$ cat config.mk
export PLATFORM = sky130hd
export DESIGN_NAME = counting_arb_flat
export DESIGN_NICKNAME = d
export VERILOG_FILES = /design/src/rtl/counting_pkg.sv /design/src/rtl/counting_arb_if.sv /design/src/rtl/counting_next.sv /design/src/rtl/counting_arb.sv /design/src/flat_wrapper.sv
export SDC_FILE = /design/constraint.sdc
export NUM_CORES = 1
export LEC_CHECK = 0
export ABC_AREA = 1
export CAP_MARGIN = 20
export CORE_AREA = 2 2 67 69
export DETAILED_ROUTE_END_ITERATION = 8
export DIE_AREA = 0 0 69 71
export GPL_TIMING_DRIVEN = 1
export SLEW_MARGIN = 10
export SYNTH_ARGS = -nofsm -noshare
export SYNTH_HDL_FRONTEND = slang
export SYNTH_SLANG_ARGS = --single-unit
$ cat constraint.sdc
create_clock -name clk -period 4 [get_ports clk]
set_input_delay 0.6 -clock clk [delete_from_list [all_inputs] [get_ports clk]]
set_output_delay 0.6 -clock clk [all_outputs]
set_load 0.03 [all_outputs]
$ cat src/rtl/counting_pkg.sv
// ---------------------------------------------------------------------------
// counting_pkg : shared types for the counting_arb symbol recognizer.
// Revision     : 1.0
// ---------------------------------------------------------------------------
`default_nettype none

package counting_pkg;

  localparam int SYM_W = 2;

  typedef logic [SYM_W-1:0] sym_t;

  // Recognizer context; S3 is absorbing once the 01,10,11 pattern completes.
  typedef enum logic [1:0] {
    S0 = 2'b00,
    S1 = 2'b01,
    S2 = 2'b10,
    S3 = 2'b11
  } state_t;

endpackage

`default_nettype wire

$ cat src/rtl/counting_arb_if.sv
// ---------------------------------------------------------------------------
// counting_arb_if : requester handshake and detection bus for counting_arb.
// Revision        : 1.0
// ---------------------------------------------------------------------------
`default_nettype none

interface counting_arb_if #(
  parameter int NCH = 4
);
  localparam int CW = $clog2(NCH);

  logic [NCH-1:0]   req_valid;
  logic [2*NCH-1:0] req_num;
  logic [NCH-1:0]   req_ready;
  logic [NCH-1:0]   clr;
  logic [NCH-1:0]   hit;
  logic             det_pulse;
  logic [CW-1:0]    det_ch;

  modport master (
    output req_valid,
    output req_num,
    output clr,
    input  req_ready,
    input  hit,
    input  det_pulse,
    input  det_ch
  );

  modport slave (
    input  req_valid,
    input  req_num,
    input  clr,
    output req_ready,
    output hit,
    output det_pulse,
    output det_ch
  );

endinterface

`default_nettype wire

$ cat src/rtl/counting_next.sv
// ---------------------------------------------------------------------------
// counting_next : combinational next-context function for one accepted symbol.
// Revision      : 1.0
// ---------------------------------------------------------------------------
`default_nettype none

module counting_next
  import counting_pkg::*;
(
  input  state_t cur_state,
  input  sym_t   num,
  output state_t nxt_state
);

  always_comb begin
    nxt_state = cur_state;
    case (cur_state)
      S0: begin
        if (num == 2'b01) nxt_state = S1;
      end
      S1: begin
        if (num == 2'b10)      nxt_state = S2;
        else if (num == 2'b11) nxt_state = S0;
      end
      S2: begin
        case (num)
          2'b01:   nxt_state = S1;
          2'b10:   nxt_state = S0;
          2'b11:   nxt_state = S3;
          default: nxt_state = S2;
        endcase
      end
      default: nxt_state = cur_state;
    endcase
  end

endmodule

`default_nettype wire

$ cat src/rtl/counting_arb.sv
// ---------------------------------------------------------------------------
// counting_arb : round-robin sharing of one symbol recognizer among NCH
//                requesters. Optional COUNTING_ARB_LOCK_EN masks S3 channels.
// Revision     : 1.0
// ---------------------------------------------------------------------------
`default_nettype none

module counting_arb
  import counting_pkg::*;
#(
  parameter int NCH = 4
) (
  input  logic           clk,
  input  logic           rst_n,
  counting_arb_if.slave  bus
);

  localparam int CW = $clog2(NCH);

  state_t           ctx_q [NCH];
  state_t           ctx_d [NCH];
  logic [CW-1:0]    ptr_q;
  logic [CW-1:0]    ptr_d;
  logic [NCH-1:0]   hit_q;
  logic [NCH-1:0]   hit_d;
  logic             det_pulse_q;
  logic             det_pulse_d;
  logic [CW-1:0]    det_ch_q;
  logic [CW-1:0]    det_ch_d;

  logic [NCH-1:0]   eligible;
  logic             grant_found;
  logic [CW-1:0]    grant_idx;
  logic [NCH-1:0]   ready_w;
  state_t           cur_ctx;
  state_t           nxt_ctx;
  sym_t             grant_sym;

`ifdef COUNTING_ARB_LOCK_EN
  always_comb begin
    for (int i = 0; i < NCH; i++) begin
      eligible[i] = bus.req_valid[i] & (ctx_q[i] != S3);
    end
  end
`else
  assign eligible = bus.req_valid;
`endif

  // First eligible channel at or above ptr, wrapping at NCH.
  always_comb begin
    grant_found = 1'b0;
    grant_idx   = '0;
    for (int k = 0; k < NCH; k++) begin
      logic [CW:0] cand;
      cand = {1'b0, ptr_q} + (CW+1)'(k);
      if (cand >= (CW+1)'(NCH)) cand = cand - (CW+1)'(NCH);
      if (!grant_found && eligible[cand[CW-1:0]]) begin
        grant_found = 1'b1;
        grant_idx   = cand[CW-1:0];
      end
    end
  end

  always_comb begin
    ready_w = '0;
    if (grant_found && rst_n) ready_w[grant_idx] = 1'b1;
  end

  assign cur_ctx   = ctx_q[grant_idx];
  assign grant_sym = bus.req_num[{grant_idx, 1'b0} +: 2];

  counting_next u_next (
    .cur_state (cur_ctx),
    .num       (grant_sym),
    .nxt_state (nxt_ctx)
  );

  always_comb begin
    for (int i = 0; i < NCH; i++) ctx_d[i] = ctx_q[i];
    ptr_d       = ptr_q;
    det_pulse_d = 1'b0;
    det_ch_d    = det_ch_q;

    if (grant_found) begin
      ctx_d[grant_idx] = nxt_ctx;
      ptr_d = (grant_idx == CW'(NCH-1)) ? '0 : grant_idx + 1'b1;
      if (cur_ctx == S2 && nxt_ctx == S3 && !bus.clr[grant_idx]) begin
        det_pulse_d = 1'b1;
        det_ch_d    = grant_idx;
      end
    end

    // Clear wins over a same-cycle transfer; the symbol is still consumed.
    for (int i = 0; i < NCH; i++) begin
      if (bus.clr[i]) ctx_d[i] = S0;
      hit_d[i] = (ctx_d[i] == S3);
    end
  end

  always_ff @(posedge clk or negedge rst_n) begin
    if (!rst_n) begin
      for (int i = 0; i < NCH; i++) ctx_q[i] <= S0;
      ptr_q       <= '0;
      hit_q       <= '0;
      det_pulse_q <= 1'b0;
      det_ch_q    <= '0;
    end else begin
      for (int i = 0; i < NCH; i++) ctx_q[i] <= ctx_d[i];
      ptr_q       <= ptr_d;
      hit_q       <= hit_d;
      det_pulse_q <= det_pulse_d;
      det_ch_q    <= det_ch_d;
    end
  end

  assign bus.req_ready = ready_w;
  assign bus.hit       = hit_q;
  assign bus.det_pulse = det_pulse_q;
  assign bus.det_ch    = det_ch_q;

endmodule

`default_nettype wire

$ cat src/flat_wrapper.sv
// flat-port wrapper written by rule: the top's interface ports become plain ports
module counting_arb_flat import counting_pkg::*;
#(
  parameter int NCH = 4
)
  (clk, rst_n, bus_req_valid, bus_req_num, bus_clr, bus_req_ready, bus_hit, bus_det_pulse, bus_det_ch);
  counting_arb_if #(.NCH(NCH)) bus_i ();
  input  logic clk;
  input  logic rst_n;
  input wire logic [$bits(bus_i.req_valid)-1:0] bus_req_valid;
  input wire logic [$bits(bus_i.req_num)-1:0] bus_req_num;
  input wire logic [$bits(bus_i.clr)-1:0] bus_clr;
  output wire logic [$bits(bus_i.req_ready)-1:0] bus_req_ready;
  output wire logic [$bits(bus_i.hit)-1:0] bus_hit;
  output wire logic [$bits(bus_i.det_pulse)-1:0] bus_det_pulse;
  output wire logic [$bits(bus_i.det_ch)-1:0] bus_det_ch;
  assign bus_i.req_valid = bus_req_valid;
  assign bus_i.req_num = bus_req_num;
  assign bus_i.clr = bus_clr;
  assign bus_req_ready = bus_i.req_ready;
  assign bus_hit = bus_i.hit;
  assign bus_det_pulse = bus_i.det_pulse;
  assign bus_det_ch = bus_i.det_ch;
  counting_arb #(.NCH(NCH)) u_core (.clk(clk), .rst_n(rst_n), .bus(bus_i));
endmodule
[Word-level counts from Yosys, hierarchy flattened]
Cells that the tools add are included.
Storage, ports and cells
  register bits: 17
  input port bits: 18
  output and inout port bits: 11
  word-level logic and storage cells: 99
Operators by class
  add/subtract/negate cells: 8
  $lt $le $gt $ge: 12
  eq/ne operators: 11
  shifts and indexed selects: 1
  muxes and demuxes: 44
  bitwise logic cells: 1
  reduce and logical (&&, ||, !) cells: 14
Operator list (count)
  2-bit two-way mux: 19
  2-bit == test, second input constant: 9
  2-bit by 3-bit less-than comparator with 1-bit output, second input constant: 5
  3-bit >= comparator, second input constant: 4
  1-bit two-way mux: 12
  2-bit one-hot mux with 3 select lines: 2
  1-bit binary-select mux with 2-bit select: 5
  8-bit bitwise mux: 1
  1-bit logical AND: 8
  8-bit two-way mux: 1
  8-bit by 4-bit variable part select with 2-bit output: 1
  2-bit by 1-bit subtractor with 2-bit output, second input constant: 4
  2-bit by 2-bit adder with 3-bit output, second input constant: 2
  2-bit binary-select mux with 2-bit select: 1
  2-bit demux with 2-bit select: 1
  2-bit by 1-bit == test with 1-bit output, second input constant: 2
  1-bit zero test: 4
  4-bit two-way mux: 1
  2-bit by 1-bit adder with 3-bit output, second input constant: 1
  2-bit by 3-bit >= comparator with 1-bit output, second input constant: 1
  3-bit by 1-bit less-than comparator with 1-bit output, second input constant: 1
  2-bit inverter with 3-bit output: 1
  2-bit by 1-bit adder with 2-bit output, second input constant: 1
  1-bit demux with 2-bit select: 1
  3 further kinds: 3

[Depth between registers and ports, before layout]
  depth in word-level cells: 26
  mapped depth: 22
  mapped depth without buffers: 21

[By module]
Synthesis repeated with hierarchy kept, for this count alone.
Second synthesis, totals
  cells, all modules: 200
  area total of the unflattened synthesis: 1375.1 sq um
Modules (own cells, without submodules)
  counting_arb: times used 1, cells each 182, area an instance 1270.0 sq um, seq. area each 425.4 sq um
  counting_next: times used 1, cells each 18, area an instance 105.1 sq um, seq. area each 0.0 sq um

[Worst setup path after synthesis]
No wires, ideal clock.
  path type: input to output
  from: input port bus_req_valid[1]
  to: output port bus_req_ready[1]
  arrival time: 2.146 ns
  required time: 3.400 ns
  slack: 1.254 ns
  cell stages on the path: 13
  buffers on the path: 1
  cell sequence: inv_1 > nand2_1 > nand3_2 > nand2_4 > nor2_8 > nand3_4 > nand2_4 > nand2_4 > buf_6 > inv_1 > ha_1 > nand2_1 > nor2_1
On the way
  cells in the longest elaborated chain, start to end: 17
  elaborated cells on any way between the ends: 29
  those cells by class: 2 x order compare; 19 x mux; 8 x reduce/logical
RTL lines
  start: declaration: line flat_wrapper.sv:10  | input wire logic [$bits(bus_i.req_valid)-1:0] bus_req_valid;
  1-bit binary-select mux with 2-bit select: line counting_arb.sv:57  | if (!grant_found && eligible[cand[CW-1:0]]) begin
  1-bit two-way mux (implied by the code): line counting_arb.sv:57
  1-bit two-way mux: line counting_arb.sv:57
  1-bit zero test: line counting_arb.sv:57
  1-bit logical AND: line counting_arb.sv:57
  1-bit two-way mux: line counting_arb.sv:57
  1-bit zero test: line counting_arb.sv:57
  1-bit logical AND: line counting_arb.sv:57
  (+2 left out)
  1-bit logical AND: line counting_arb.sv:57
  2-bit two-way mux *: line counting_arb.sv:57
  via u_core.grant_idx[0]: line counting_arb.sv:33  | logic [CW-1:0] grant_idx;
  2-bit by 3-bit less-than comparator with 1-bit output (implied by the code) or 2-bit by 1-bit >= comparator with 1-bit output (tied branches): line counting_arb.sv:66  | if (grant_found && rst_n) ready_w[grant_idx] = 1'b1;
  1-bit logical AND (implied by the code): line counting_arb.sv:66
  1-bit two-way mux (implied by the code): line counting_arb.sv:66
  1-bit demux with 2-bit select *
  4-bit two-way mux *: line counting_arb.sv:66
  end: declaration: line flat_wrapper.sv:13  | output wire logic [$bits(bus_i.req_ready)-1:0] bus_req_ready;
The timed path passes the listed nets; every way through them passes the cells marked *. The select of a mux whose other input is x is not followed.

[Worst setup path after layout]
  from: input port bus_req_valid[3]
  to: output port bus_req_ready[1]
Same word-level chain as after synthesis.

==> results.toml <==
[worst_setup_path]
crit_type = "in -> out"
critical_path_arrival_ns = 3.14
cp-start-kind = "primary input"
path_max_fanout = 15
r2r-end = "u_core.bus.hit[3]"
r2r_cells = 19
r2r_start = "u_core.ptr_q[0]"
cp_data_required_time_ns = 3.40
worstSetupEndpointType = "primary output"
rrSetupSlack_ns = 1.18

[run]
cap_violations = 0

[drt]
wire_per_inst_microns = 11.0
dr_wl_met2_mm = 1.53
drtIter0Drc = 105
wl_met1_mm = 1.72
viasPerCell = 4.66
antenna_left = 0
firstDrtPassIters = 4
wl_mm = 3.46
dr_wl_met3_microns = 169
top_layer_used = "met4"
drc = 0
via_count = 1463

[floorplanning]
rows = 24
start_util_pct = 37.9
die_y_microns = 71
core_area_sq_um = 4200
ioPinCount = 29
dieArea_sq_um = 4900
die_w_microns = 69

[cts]
cts_tree = "done"
cts_buffers = 3
htree_num_levels = 1
worstSkewPairLatency_ns = 0.25
cts.clk_slew.worst_paths_ns = 0.06
cts_hold_buf = 0
ctsLongestPathBuffers = 2
root_buffer = "clkbuf_8"
clock_sinks = 17

[timing]
timing.final.max_slew_violations = 0
tightest_slew_ns = 0.313
setup-tns-final_ns = 0
finalHoldViolations = 0
rsz0062_at_grt = "no"
fin_crit_ns = 3.74
fmax_mhz = 267
slew-limit-headroom_pct = 79.1
setup_violations = 0
post-route-period-util_pct = 93.6
skew_ns = 0.00284

[worst_hold_path]
hp-class = "reg -> reg"
min_from = "u_core.bus.det_ch[1]"
min_to = "u_core.bus.det_ch[1]"
hold_depth = 3

[logic_synthesis]
synth_area_per_cell_sq_um = 6.87
netlist_instances = 232
syn_area_sq_um = 1590
synth.largest_area_cell = "dfrtp_1"
synth_seq_cells = 17
ys_types = 25
synth_top_area_share_pct = 26.7
synth_area_leaders = "dfrtp_1, nand2_1, inv_1"
ys_seq_area_share_pct = 26.7
synth_warnings = 0
synth_nets = 257

[cells_and_area]
seq_area_sq_um = 427
multi_input_area_sq_um = 962
fillers = 441
syn2layout_area_growth_pct = 23.1
nets = 288
diodes = 0
layout-drive-gt1-share_pct = 17.2

[global_routing]
grt_max_degree = 19
grt.overflow.total = 0
first_global_vias = 1471
antenna_found_initial = 0
grt_pass1_wl_mm = 6.33
grt_use_total_pct = 15.6

[place]
gp_congestion = 0.848
place.port_buffers = 28
place_hpwl_mm = 2.79

[outcome]
status = "completed"
repair_timing:
action,in CTS,in global routing
endpoints found under the setup margin,0,2
resized for setup,0,1
setup buffers,0,0
critical path, stage by stage:
cell and delay, ns:
clkdlybuf4s50_1 0.42, inv_1 0.09, nand2_2 0.07, nand3_1 0.11, nand2_1 0.11, inv_1 0.12, nand3_4 0.09, nand2_4 0.15
nand2_4 0.16, inv_1 0.16, ha_1 0.16, nand2_1 0.12, nor2_1 0.12, clkdlybuf4s50_1 0.67
cell families after synthesis:
kind of cell / share of synthesized area (%)
compound gates: 6.67
fa+ha+maj: 5.49
simple gates: 48.2
buf+inv: 13.0
flops: 26.7
state kept, by name, summed over array words and instances (netlist names):
name and cells:
u_core.bus.det_ch 2, u_core.bus.det_pulse 1, u_core.bus.hit 4, u_core.ctx_q 8, u_core.ptr_q 2
layer usage:
metal,up-vias,global-route usage (%)
met3,4,1.85
li1,776,-
met1,643,21.3
met4,0,5.23
met5,-,0
met2,40,25.7
worst max-delay path by stage:
| stage | start | end | slack, ns |
|---|---|---|---|
| finish | bus_req_valid[3] | bus_req_ready[1] | 0.26 |
| CTS | bus_req_valid[3] | bus_req_ready[1] | 0.24 |
| global route | bus_req_valid[3] | bus_req_ready[1] | 0.01 |
| detailed placement | bus_req_valid[3] | bus_req_ready[1] | 0.25 |
| floorplan | bus_req_valid[1] | bus_req_ready[1] | 1.25 |
| global placement | bus_req_valid[2] | bus_req_ready[1] | 0.27 |
Yosys cell counts:
cell and n:
nand4_1 1, dfrtp_1 17, inv_1 40, a21oi_2 2, nor2_2 2, buf_2 1, nand3_4 2, inv_4 1
nand3_2 7, buf_6 3, nand3b_1 3, o21ai_0 1, nand2_4 9, inv_2 3, nand2_1 63, nor2_8 1
o21bai_1 2, nand3_1 26, ha_1 7, a21oi_1 8, o21ai_2 1, nor2_1 16, o21ai_1 4, nor3_1 1
nand2_2 11
placed cells by master (no fill, tap or decap):
| master | Yosys | final |
|---|---|---|
| clkbuf_1 | 0 | 1 |
| o21bai_1 | 2 | 2 |
| nand2_2 | 11 | 11 |
| nand3_1 | 26 | 26 |
| inv_2 | 3 | 3 |
| a21oi_1 | 8 | 8 |
| nand3_4 | 2 | 2 |
| a21oi_2 | 2 | 2 |
| nand4_1 | 1 | 1 |
| nand3_2 | 7 | 7 |
| o21ai_2 | 1 | 1 |
| buf_4 | 0 | 2 |
| clkbuf_8 | 0 | 3 |
| o21ai_1 | 4 | 4 |
| nor2_8 | 1 | 1 |
| clkdlybuf4s50_1 | 0 | 28 |
| nor2_1 | 16 | 16 |
| nand2_4 | 9 | 9 |
| nor3_1 | 1 | 1 |
| nand2_1 | 63 | 63 |
| inv_4 | 1 | 1 |
| dfrtp_2 | 0 | 1 |
| inv_1 | 40 | 40 |
| ha_1 | 7 | 7 |
| nand3b_1 | 3 | 3 |
| o21ai_0 | 1 | 1 |
| nor2_2 | 2 | 2 |
| dfrtp_1 | 17 | 16 |
metrics by stage:
stage	setup WS, ns	instances	cell area (sq um)	utilization, %	hold WS, ns
2_1_floorplan	1.25	232	1590	-	0.304
4_1_cts	0.239	314	1960	46.6	0.614
5_1_grt	0.0144	314	1960	46.7	0.641
3_5_place_dp	0.253	310	1920	45.6	0.595
6_report	0.257	314	1960	46.7	0.606
3_3_place_gp	0.272	310	1920	45.6	0.581
cell type report:
| class | count | share of cell area [%] |
|---|---|---|
| multi-input cells | 167 | 49.0 |
| flip-flops and latches | 17 | 21.7 |
| repair buffers | 30 | 15.1 |
| inverters | 44 | 8.55 |
| well taps | 52 | 3.32 |
| clock buffers | 4 | 2.30 |
Power is not shown: default switching activity piles up to over one toggle a cycle in this logic, so the estimate is an artifact.
